`config.mk`:
```
export PLATFORM = sky130hd
export DESIGN_NAME = or32_prog_loader
export DESIGN_NICKNAME = d
export VERILOG_FILES = /design/src/rtl/or32_prog_loader.sv
export SDC_FILE = /design/constraint.sdc
export NUM_CORES = 1
export LEC_CHECK = 0
export BUFFER_PORTS_ARGS = -buffer_cell sky130_fd_sc_hd__buf_2
export CAP_MARGIN = 20
export CORE_MARGIN = 4
export CORE_UTILIZATION = 40
export DETAILED_ROUTE_END_ITERATION = 6
export SETUP_SLACK_MARGIN = 0.15
export SLEW_MARGIN = 20
export SYNTH_ARGS = -nofsm -noshare
export SYNTH_HDL_FRONTEND = slang
export SYNTH_SLANG_ARGS = --single-unit
```
`constraint.sdc`:
```
create_clock -name clk -period 4.7 [get_ports clk]
set_input_delay 0.235 -clock clk [delete_from_list [all_inputs] [get_ports clk]]
set_output_delay 0.235 -clock clk [all_outputs]
set_load 0.05 [all_outputs]
```
`src/rtl/or32_prog_loader.sv`:
```
// Command-stream front end for the OR32 program port.
// Parses LOAD/RUN/HALT/CLR_ERR packets and writes checksummed words into OR32 RAM.
module or32_prog_loader #(
  parameter int SFIFO_DW = 16,
  parameter int CNT_W    = 16
) (
  input  logic                clk,
  input  logic                reset,
  input  logic [SFIFO_DW-1:0] din_i,
  input  logic                din_valid_i,
  output logic                din_ready_o,
  output logic                or32_en_o,
  output logic [31:0]         prog_addr_o,
  output logic [31:0]         prog_data_o,
  output logic                prog_en_o,
  output logic                busy_o,
  output logic                load_done_o,
  output logic                err_o
);

  typedef enum logic [2:0] {
    S_CMD,
    S_ADDR_HI,
    S_ADDR_LO,
    S_COUNT,
    S_DATA_HI,
    S_DATA_LO,
    S_CSUM
  } state_t;

  state_t              state_q, state_d;
  logic                ready_q, ready_d;
  logic                en_q, en_d;
  logic                err_q, err_d;
  logic                done_q, done_d;
  logic                pen_q, pen_d;
  logic [31:0]         paddr_q, paddr_d;
  logic [31:0]         pdata_q, pdata_d;
  logic [31:0]         addr_q, addr_d;
  logic [SFIFO_DW-1:0] hi_q, hi_d;
  logic [15:0]         sum_q, sum_d;
  logic [CNT_W-1:0]    cnt_q, cnt_d;

  logic       take;
  logic [3:0] op;

  assign take = din_valid_i && ready_q;
  assign op   = din_i[SFIFO_DW-1 -: 4];

  always_comb begin
    state_d = state_q;
    ready_d = 1'b1;
    en_d    = en_q;
    err_d   = err_q;
    done_d  = 1'b0;
    pen_d   = 1'b0;
    paddr_d = paddr_q;
    pdata_d = pdata_q;
    addr_d  = addr_q;
    hi_d    = hi_q;
    sum_d   = sum_q;
    cnt_d   = cnt_q;
    if (take) begin
      unique case (state_q)
        S_CMD: begin
          unique case (1'b1)
            (op == 4'h1): begin
              state_d = S_ADDR_HI;
              en_d    = 1'b0;
              sum_d   = '0;
            end
            (op == 4'h2): if (!err_q) en_d = 1'b1;
            (op == 4'h3): en_d = 1'b0;
            (op == 4'h4): err_d = 1'b0;
            default: err_d = 1'b1;
          endcase
        end
        S_ADDR_HI: begin
          hi_d    = din_i;
          state_d = S_ADDR_LO;
        end
        S_ADDR_LO: begin
          addr_d  = {hi_q, din_i[SFIFO_DW-1:2], 2'b00};
          state_d = S_COUNT;
        end
        S_COUNT: begin
          cnt_d   = din_i[CNT_W-1:0];
          state_d = (din_i[CNT_W-1:0] == '0) ? S_CSUM : S_DATA_HI;
        end
        S_DATA_HI: begin
          hi_d    = din_i;
          sum_d   = sum_q + din_i;
          state_d = S_DATA_LO;
        end
        S_DATA_LO: begin
          sum_d   = sum_q + din_i;
          pen_d   = 1'b1;
          pdata_d = {hi_q, din_i};
          paddr_d = addr_q;
          addr_d  = addr_q + 32'd4;
          cnt_d   = cnt_q - CNT_W'(1);
          state_d = (cnt_q == CNT_W'(1)) ? S_CSUM : S_DATA_HI;
        end
        S_CSUM: begin
          done_d  = 1'b1;
          if (din_i != sum_q) err_d = 1'b1;
          state_d = S_CMD;
        end
        default: state_d = S_CMD;
      endcase
    end
  end

  always_ff @(posedge clk) begin
    if (reset) begin
      state_q <= S_CMD;
      ready_q <= 1'b0;
      en_q    <= 1'b0;
      err_q   <= 1'b0;
      done_q  <= 1'b0;
      pen_q   <= 1'b0;
      paddr_q <= '0;
      pdata_q <= '0;
      addr_q  <= '0;
      hi_q    <= '0;
      sum_q   <= '0;
      cnt_q   <= '0;
    end else begin
      state_q <= state_d;
      ready_q <= ready_d;
      en_q    <= en_d;
      err_q   <= err_d;
      done_q  <= done_d;
      pen_q   <= pen_d;
      paddr_q <= paddr_d;
      pdata_q <= pdata_d;
      addr_q  <= addr_d;
      hi_q    <= hi_d;
      sum_q   <= sum_d;
      cnt_q   <= cnt_d;
    end
  end

  assign din_ready_o = ready_q;
  assign or32_en_o   = en_q;
  assign prog_addr_o = paddr_q;
  assign prog_data_o = pdata_q;
  assign prog_en_o   = pen_q;
  assign busy_o      = (state_q != S_CMD);
  assign load_done_o = done_q;
  assign err_o       = err_q;

endmodule

```
==> results.sh, run 1 <==
export IMPL_status="complete, no violations"
export IMPL_floorplan_rows=48
export IMPL_p_sw_w=0.000618
export IMPL_irDropWorstVdd_mv=0.265
export IMPL_power_frac_comb=0.040
export IMPL_netlist_area_mm2=0.00724
export IMPL_setup_tns_final_ps=0
export IMPL_layout_common_cells="186 x nand2_1, 148 x dfxtp_1, 109 x a21oi_1"
export IMPL_p_per_area_mw_per_mm2=337
export IMPL_yosys_area_top_type="dfxtp_1"
export IMPL_synth_edf_count=0
export IMPL_top_level_ports=89
export IMPL_final_setup_worst_slack_ps=1770
export IMPL_hold_class="in2reg"
export IMPL_numCtsBuffers=17
export IMPL_r2r_setup_slack_ps=1770
export IMPL_whs_endpoint="prog_data_o[0]"
export IMPL_synthCells=925
export IMPL_clk_latency_ps=420
export IMPL_cp_max_fo=51
export IMPL_postCtsHoldBufs=0
export IMPL_p_leak_nw=3.16
export IMPL_drt_iter0_markers=510
export IMPL_yosysSeqAreaShare=0.409
export IMPL_finalClockSkew_ps=7.32
export IMPL_synth_distinct_cells=64
export IMPL_fillerInstances=1772
export IMPL_drv_cap=0
export IMPL_setup_viol=0
export IMPL_drive_above_1_share=0.148
export IMPL_netlist_area_leader_share=0.409
export IMPL_cts_resized_gates=0
export IMPL_r2r_end="addr_q[18]"
export IMPL_critical_path_most_common_cell="buf_4"
export IMPL_worst_setup_path_start_kind="register"
export IMPL_multiInputGateArea_mm2=0.00395
export IMPL_root_buffer="clkbuf_16"
export IMPL_cp_slowest_cell="and2_1"
export IMPL_fin_crit_sh=0.623
export IMPL_nets=1010
export IMPL_dp_slack_ps=1850
export IMPL_holdCritStartpoint="din_i[0]"
export IMPL_clock_power_share=0.513
export IMPL_grt_start_max_net_pins=75
export IMPL_area_growth_pct=15.6
export IMPL_period_minus_slack_ps=2930
export IMPL_die_w_um=143
export IMPL_placed_area_mm2=0.00775
export IMPL_crit_required_ps=4980
export IMPL_post_route_util=0.477
export IMPL_post_dp_hpwl_um=13400
export IMPL_layout_commonest_cell="nand2_1"
export IMPL_cpPeakStageDelay_ps=640
export IMPL_whs_ps=129
export IMPL_yosysWarnings=0
export IMPL_slew_headroom=0.415
export IMPL_power_switching_share=0.220
export IMPL_yosys_most_used_dff="dfxtp_1"
export IMPL_grtUsageTotal=0.200
export IMPL_wire_per_inst_um=16.8
export IMPL_rsz0062_at_grt="false"
export IMPL_regArea_mm2=0.00296
export IMPL_antenna_found_initial=0
export IMPL_ctsLongestPathBuffers=2
export IMPL_cts_setup_buffers=0
export IMPL_drtPass1Iterations=6
export IMPL_drv_slew=0
export IMPL_fmax_ghz=0.341
export IMPL_synth_area_leaders="dfxtp_1 41%, nand2_1 9.7%, a21oi_1 7.6%"
export IMPL_stdcell_area_mm2=0.00837
export IMPL_r2r_cells=9
export IMPL_n_antenna_cell=0
export IMPL_vias_per_cell=5.53
export IMPL_r2r_start="state_q[2]"
export IMPL_hold_viol_final=0
export IMPL_power_internal_w=0.00220
export IMPL_antenna_left=0
export IMPL_core_area_mm2=0.0175
export IMPL_gp_congestion=0.881
export IMPL_numClockSinks=148
export IMPL_ys_seq_elements=148
export IMPL_tightestPinTransition_ps=876
export IMPL_critPathKind="reg2reg"
export IMPL_die_h_um=143
export IMPL_path_cells="nor2b_1, nand2_1, buf_4, o21ai_1, and2_1, buf_4, o21ai_0, a22oi_1, nor2_1"
export IMPL_end_kind="register"
export IMPL_async_flop_share=0
export IMPL_drc=0
export IMPL_seqPwrFrac=0.447
export IMPL_syn_avg_cell_area_um2=7.82
export IMPL_min_path_cells=3
export IMPL_routed_wl_um=20300
export IMPL_overflow=0
export IMPL_h_tree_depth=4
export IMPL_initial_core_util=0.413
export IMPL_dieArea_mm2=0.0203
export IMPL_clkTransAtPathRegs_ps=60
export IMPL_first_global_vias=5972
export IMPL_cts_tree="yes"
export IMPL_grt_pass1_wl_um=32500
export IMPL_vias=6685
export IMPL_cp_arrival_ps=3210
export IMPL_port_buffers=86
-- worst max-delay path, delay by kind of cell, from the launching register on --
kind / cells / cell delay [ps]
AO/OA/AOI/OAI: 3 / 490
AND/OR/NAND/NOR: 4 / 1030
buffers and inverters: 2 / 730
flip-flops: 1 / 530
-- per-stage QoR --
| stage | instances | power (W) |
|---|---|---|
| finish | 1209 | 0.00282 |
| global route | 1209 | 0.00290 |
| CTS | 1209 | 0.00284 |
| detailed placement | 1178 | 0.00140 |
| global placement | 1178 | 0.00140 |
| floorplan | 926 | 0.00136 |
-- worst max path at each step --
| stage | from | endpoint | slack, ps | depth (start not counted) |
|---|---|---|---|---|
| final | state_q[2] | addr_q[18] | 1770 | 9 |
| after global routing | state_q[2] | addr_q[8] | 1430 | 9 |
| after CTS | state_q[2] | addr_q[8] | 1810 | 9 |
| after detailed placement | state_q[2] | addr_q[14] | 1850 | 9 |
| after global placement | state_q[2] | addr_q[4] | 1910 | 9 |
| after floorplan | sum_q[0] | sum_q[14] | 2470 | 10 |
-- state kept, by name (all words and copies together), names as in the netlist --
| name | count |
|---|---|
| prog_data_o | 32 |
| addr_q | 30 |
| prog_addr_o | 30 |
| cnt_q | 16 |
| hi_q | 16 |
| sum_q | 16 |
| state_q | 3 |
| din_ready_o | 1 |
| err_o | 1 |
| load_done_o | 1 |
| or32_en_o | 1 |
| prog_en_o | 1 |
-- layout make-up --
cell class | count | share of cell area
clock inverters | 9 | 0.0182
repair buffers | 94 | 0.0589
inverters | 17 | 0.00763
flip-flops and latches | 148 | 0.354
well taps | 225 | 0.0337
multi-input cells | 694 | 0.472
clock buffers | 22 | 0.0555
-- logic make-up (layout without fill, tap and decap cells) --
kind of cell	Yosys count	count (layout)	share of synthesized area
XOR/XNOR	11	11	0.0133
multiplexers	22	22	0.0304
flip-flops	148	148	0.409
adder cells (fa/ha/maj)	19	19	0.0339
other	1	2	0.000518
AO/OA/AOI/OAI	277	277	0.233
AND/OR/NAND/NOR	363	363	0.231
buffers and inverters	84	142	0.0475
-- synth_stat cells, drive strengths merged, types with 9 or more instances --
cell	number
o22ai	12
nand3	23
nor3	17
ha	18
inv	17
o31ai	9
a22oi	17
nand2	188
mux2i	22
nand4	13
dfxtp	148
nor4	13
buf	20
nor2	72
a21oi	110
a211oi	23
clkbuf	47
and3	11
o21ai	58
a21o	11
-- routing by layer --
metal	up-vias	part of all wire	global-route usage	routed length (um)
li1	3376	-	-	-
met1	3129	0.49	0.292	10000
met2	160	0.44	0.300	8970
met3	20	0.054	0.0457	1090
met4	0	0.012	0.0505	239
met5	-	0	0	0
-- power groups by stage --
stage | Sequential, W | Clock, W | Combinational, W
global route | 0.00126 | 0.00152 | 0.000122
detailed placement | 0.00129 | 0 | 0.000113
floorplan | 0.00129 | 0 | 0.0000653
CTS | 0.00126 | 0.00147 | 0.000113
finish | 0.00126 | 0.00144 | 0.000113
global placement | 0.00129 | 0 | 0.000113
Power figures use the tool's default switching activity.
==> run 2, diff against run 1 <==
==> constraint.sdc (replaced) <==
create_clock -name clk -period 2.6 [get_ports clk]
set_input_delay 0.13 -clock clk [delete_from_list [all_inputs] [get_ports clk]]
set_output_delay 0.13 -clock clk [all_outputs]
set_load 0.05 [all_outputs]
==> run 2 against run 1 <==
Against the previous run: worst hold slack got worse by 86 ps; sequential power increased by 81%; worst setup slack got worse by 1500 ps; design area grew 2.8%; total power grew 80%; clock-buffer cell count fell by 2; routed wire length rose by 1.4%; critical endpoint is now sum_q[14].
==> results.sh, run 2 (synthesis results as in run 1) <==
export IMPL_status="complete, no violations"
export IMPL_hold_class="in2reg"
export IMPL_fin_crit_sh=0.888
export IMPL_tightestPinTransition_ps=585
export IMPL_setup_viol=0
export IMPL_layout_common_cells="186 x nand2_1, 148 x dfxtp_1, 108 x a21oi_1"
export IMPL_antenna_left=0
export IMPL_n_antenna_cell=0
export IMPL_dp_slack_ps=212
export IMPL_dieArea_mm2=0.0203
export IMPL_clk_latency_ps=420
export IMPL_largest_register_ffs=32
export IMPL_critPathKind="reg2reg"
export IMPL_root_buffer="clkbuf_16"
export IMPL_cp_arrival_ps=2620
export IMPL_port_buffers=86
export IMPL_worst_setup_path_start_kind="register"
export IMPL_drc=0
export IMPL_grt_start_max_net_pins=99
export IMPL_critical_path_top_delay_family="compound AO/OA/AOI/OAI gates"
export IMPL_nets=1029
export IMPL_grtUsageTotal=0.205
export IMPL_r2r_setup_slack_ps=290
export IMPL_irDropWorstVdd_mv=0.477
export IMPL_post_dp_hpwl_um=14000
export IMPL_drtPass1Iterations=5
export IMPL_antenna_found_initial=0
export IMPL_p_per_area_mw_per_mm2=588
export IMPL_p_leak_nw=3.28
export IMPL_vias=6780
export IMPL_fmax_ghz=0.433
export IMPL_vias_per_cell=5.52
export IMPL_cp_slowest_cell="fa_2"
export IMPL_area_growth_pct=18.9
export IMPL_drt_iter0_markers=481
export IMPL_rsz0062_at_grt="false"
export IMPL_routed_wl_um=20600
export IMPL_layout_commonest_cell="nand2_1"
export IMPL_die_w_um=143
export IMPL_gp_congestion=0.898
export IMPL_cp_max_fo=4
export IMPL_numClockSinks=148
export IMPL_h_tree_depth=4
export IMPL_path_buf_inv=1
export IMPL_fillerInstances=1754
export IMPL_initial_core_util=0.413
export IMPL_stdcell_count=1229
export IMPL_hold_viol_final=0
export IMPL_period_minus_slack_ps=2310
export IMPL_crit_required_ps=2910
export IMPL_cts_tree="yes"
export IMPL_postCtsHoldBufs=0
export IMPL_top_level_ports=89
export IMPL_cpPeakStageDelay_ps=350
export IMPL_drv_cap=0
export IMPL_path_cells="ha_2, inv_1, fa_2, nor2b_2, o21ai_2, a21oi_2, o31a_1, o2111ai_2, a31o_2, a32o_1"
export IMPL_end_kind="register"
export IMPL_core_area_mm2=0.0175
export IMPL_final_setup_worst_slack_ps=290
export IMPL_dp_cells=1196
export IMPL_total_power_w=0.00506
export IMPL_multiInputGateArea_mm2=0.00397
export IMPL_floorplan_rows=48
export IMPL_drive_above_1_share=0.173
export IMPL_die_h_um=143
export IMPL_overflow=0
export IMPL_drv_slew=0
export IMPL_regArea_mm2=0.00296
export IMPL_first_global_vias=6202
export IMPL_ctsLongestPathBuffers=2
export IMPL_grt_pass1_wl_um=33400
export IMPL_finalClockSkew_ps=8.32
export IMPL_wire_per_inst_um=16.8
export IMPL_clkTransAtPathRegs_ps=60
export IMPL_numCtsBuffers=17
export IMPL_setup_tns_final_ps=0
export IMPL_slew_headroom=0.609
[run 2: cell count changes in the layout (fill, tap and decap cells not counted), moves of 2 or more]
| cell | previous run | this run |
|---|---|---|
| buf_12 | 0 | 6 |
| buf_4 | 9 | 22 |
| clkbuf_1 | 3 | 0 |
| clkinvlp_4 | 0 | 2 |
[run 2: area by class of cell]
class,count,area share
clock buffers,20,0.0543
clock inverters,12,0.0176
inverters,17,0.00742
multi-input cells,694,0.461
flip-flops and latches,148,0.344
well taps,225,0.0327
repair buffers,113,0.0826
[run 2: power by group]
part	switching [W]	internal (W)	leakage (nW)
registers	0.00000396	0.00227	1.19
logic	0.000156	0.0000624	1.78
clock network	0.000983	0.00159	0.302
total	0.00114	0.00392	3.28
[run 2: path summary, 6_finish.rpt]
| kind | startpoint | end | depth (start not counted) |
|---|---|---|---|
| max reg2reg | sum_q[0] | sum_q[14] | 10 |
| min | din_i[0] | cnt_q[0] | 3 |
| max | sum_q[0] | sum_q[14] | 10 |
| min reg2reg | prog_addr_o[11] | prog_addr_o[11] | 2 |
[run 2: worst register-to-register path: cells and delay by family (launching register included)]
| family | cells | cell delay [ps] |
|---|---|---|
| flops | 1 | 340 |
| compound gates | 6 | 1110 |
| simple gates | 1 | 140 |
| buf+inv | 1 | 50 |
| fa+ha+maj | 2 | 550 |
[run 2: through the flow]
stage | instance area (um2) | hold slack, ps | utilization
after floorplan | 7240 | 215 | -
after global placement | 7960 | 440 | 0.454
after detailed placement | 7960 | 444 | 0.454
after CTS | 8580 | 34.0 | 0.489
after global routing | 8600 | 54.3 | 0.491
final | 8600 | 43.2 | 0.491
[run 2: timing repair]
action,in CTS,in global routing
gates resized for setup,0,5
endpoints found under the setup margin,0,4
setup buffers,0,1
[run 2: per-layer routing]
| metal | GRT usage | vias up | routed length, um | part of all wire |
|---|---|---|---|---|
| li1 | - | 3427 | - | - |
| met1 | 0.289 | 3160 | 9720 | 0.47 |
| met2 | 0.319 | 173 | 9340 | 0.45 |
| met3 | 0.0447 | 20 | 1230 | 0.060 |
| met4 | 0.0550 | 0 | 307 | 0.015 |
| met5 | 0 | - | 0 | 0 |
==> run 3, diff against run 2 <==
--- a/config.mk
+++ b/config.mk
@@ -10,6 +10,7 @@
 export CORE_MARGIN = 4
 export CORE_UTILIZATION = 40
 export DETAILED_ROUTE_END_ITERATION = 6
+export GPL_TIMING_DRIVEN = 0
 export SETUP_SLACK_MARGIN = 0.15
 export SLEW_MARGIN = 20
 export SYNTH_ARGS = -nofsm -noshare
==> run 3 against run 2 <==
Against the previous run: first-iteration DRC count rose by 14%; worst setup slack got worse by 89 ps; worst hold slack worse by 7.5 ps; final cell count is 3.4% higher; non-clock buffer count rose by 42; sequential cell count did not move; sequential power is essentially flat; die area stayed put; highest routed layer unchanged; clock skew down 2.5 ps; clock power rose by 2%; sequential share of layout area about the same.
==> results.sh, run 3 (synthesis results as in run 1) <==
export IMPL_status="complete, no violations"
export IMPL_path_cells="ha_1, clkbuf_1, or4_1, nor4_2, nand4_1, nand3_1, o21ai_0, a31oi_1, a311oi_1"
export IMPL_fin_crit_sh=0.923
export IMPL_drv_slew=0
export IMPL_final_setup_worst_slack_ps=201
export IMPL_p_per_area_mw_per_mm2=596
export IMPL_antenna_found_initial=0
export IMPL_fillerInstances=1811
export IMPL_critPathKind="reg2reg"
export IMPL_stdcell_area_mm2=0.00861
export IMPL_antenna_left=0
export IMPL_initial_core_util=0.413
export IMPL_area_growth_pct=19.0
export IMPL_port_buffers=85
export IMPL_ctsLongestPathBuffers=2
export IMPL_tightestPinTransition_ps=753
export IMPL_cp_arrival_ps=2680
export IMPL_h_tree_depth=4
export IMPL_end_kind="register"
export IMPL_drt_iter0_markers=549
export IMPL_wire_per_inst_um=18.2
export IMPL_rsz0062_at_grt="true"
export IMPL_hold_viol_final=0
export IMPL_cp_slowest_cell="or4_1"
export IMPL_n_antenna_cell=0
export IMPL_dp_slack_ps=82.8
export IMPL_setup_viol=0
export IMPL_grt_pass1_wl_um=36000
export IMPL_placed_area_mm2=0.00795
export IMPL_floorplan_rows=48
export IMPL_clk_latency_ps=430
export IMPL_multiInputGateArea_mm2=0.00395
export IMPL_first_global_vias=6525
export IMPL_critical_path_top_delay_family="simple AND/OR/NAND/NOR gates"
export IMPL_root_buffer="clkbuf_16"
export IMPL_drv_cap=0
export IMPL_cts_tree="yes"
export IMPL_grtUsageTotal=0.226
export IMPL_clkTransAtPathRegs_ps=60
export IMPL_dieArea_mm2=0.0203
export IMPL_fmax_ghz=0.417
export IMPL_overflow=0
export IMPL_period_minus_slack_ps=2400
export IMPL_numClockSinks=148
export IMPL_drive_above_1_share=0.150
export IMPL_die_h_um=143
export IMPL_layout_commonest_cell="nand2_1"
export IMPL_worst_setup_path_start_kind="register"
export IMPL_vias=7184
export IMPL_vias_per_cell=5.65
export IMPL_post_dp_hpwl_um=16300
export IMPL_numCtsBuffers=17
export IMPL_regArea_mm2=0.00296
export IMPL_top_level_ports=89
export IMPL_drc=0
export IMPL_whs_ps=35.8
export IMPL_grt_start_max_net_pins=17
export IMPL_crit_required_ps=2880
export IMPL_gp_congestion=0.929
export IMPL_hold_class="in2reg"
export IMPL_slew_headroom=0.498
export IMPL_setup_tns_final_ps=0
export IMPL_routed_wl_um=23100
export IMPL_drtPass1Iterations=7
export IMPL_irDropWorstVdd_mv=0.552
export IMPL_layout_common_cells="187 x nand2_1, 148 x dfxtp_1, 109 x a21oi_1"
export IMPL_p_leak_nw=3.27
export IMPL_largest_register_ffs=32
export IMPL_path_buf_inv=1
export IMPL_cp_max_fo=9
export IMPL_nets=1071
export IMPL_die_w_um=143
export IMPL_core_area_mm2=0.0175
export IMPL_cpPeakStageDelay_ps=580
export IMPL_finalClockSkew_ps=5.85
[run 3: power by group]
part | internal [W] | switching [W]
Sequential | 0.00227 | 0.00000380
Combinational | 0.0000583 | 0.000172
Clock | 0.00165 | 0.000970
Total | 0.00398 | 0.00115
[run 3: metal layers]
metal | wire (um) | vias up | global-route usage | part of all wire
met3 | 1590 | 50 | 0.0467 | 0.069
met5 | 0 | - | 0 | 0
met4 | 724 | 0 | 0.0935 | 0.031
met2 | 10200 | 261 | 0.341 | 0.44
li1 | - | 3504 | - | -
met1 | 10600 | 3369 | 0.315 | 0.46
[run 3: worst min-delay path, cell delays in order]
cell     delay, ps
buf_2          150
nand2_1         70
a21oi_1         60
[run 3: final timing paths]
check / from / depth (start not counted) / endpoint / slack, ps
max reg2reg: sum_q[7] / 9 / err_o / 200
min: din_i[0] / 3 / prog_data_o[0] / 40
min reg2reg: prog_addr_o[16] / 2 / prog_addr_o[16] / 450
max: sum_q[7] / 9 / err_o / 200
[run 3: cell type report]
class                      count  area share
multi-input combinational    694       0.459
inverter                      17     0.00741
timing repair buffer          88      0.0523
clock buffer                  23      0.0544
clock inverter                 9      0.0176
sequential                   148       0.344
buffer                        67      0.0328
tap                          225      0.0327
[run 3: repair_timing]
item / CTS / global route
hold buffers: 1 / 0
setup buffers: 1 / 1
setup endpoints to repair: 1 / 21
endpoints found under the hold margin: 1 / 0
gates resized for setup: 1 / 7
pin swaps: 1 / 2
[run 3: per-stage QoR]
stage | cells | total power, W | util
after detailed placement | 1236 | 0.00255 | 0.453
after CTS | 1270 | 0.00515 | 0.490
after global placement | 1236 | 0.00255 | 0.453
after global routing | 1271 | 0.00528 | 0.491
after floorplan | 926 | 0.00245 | -
final | 1271 | 0.00513 | 0.491
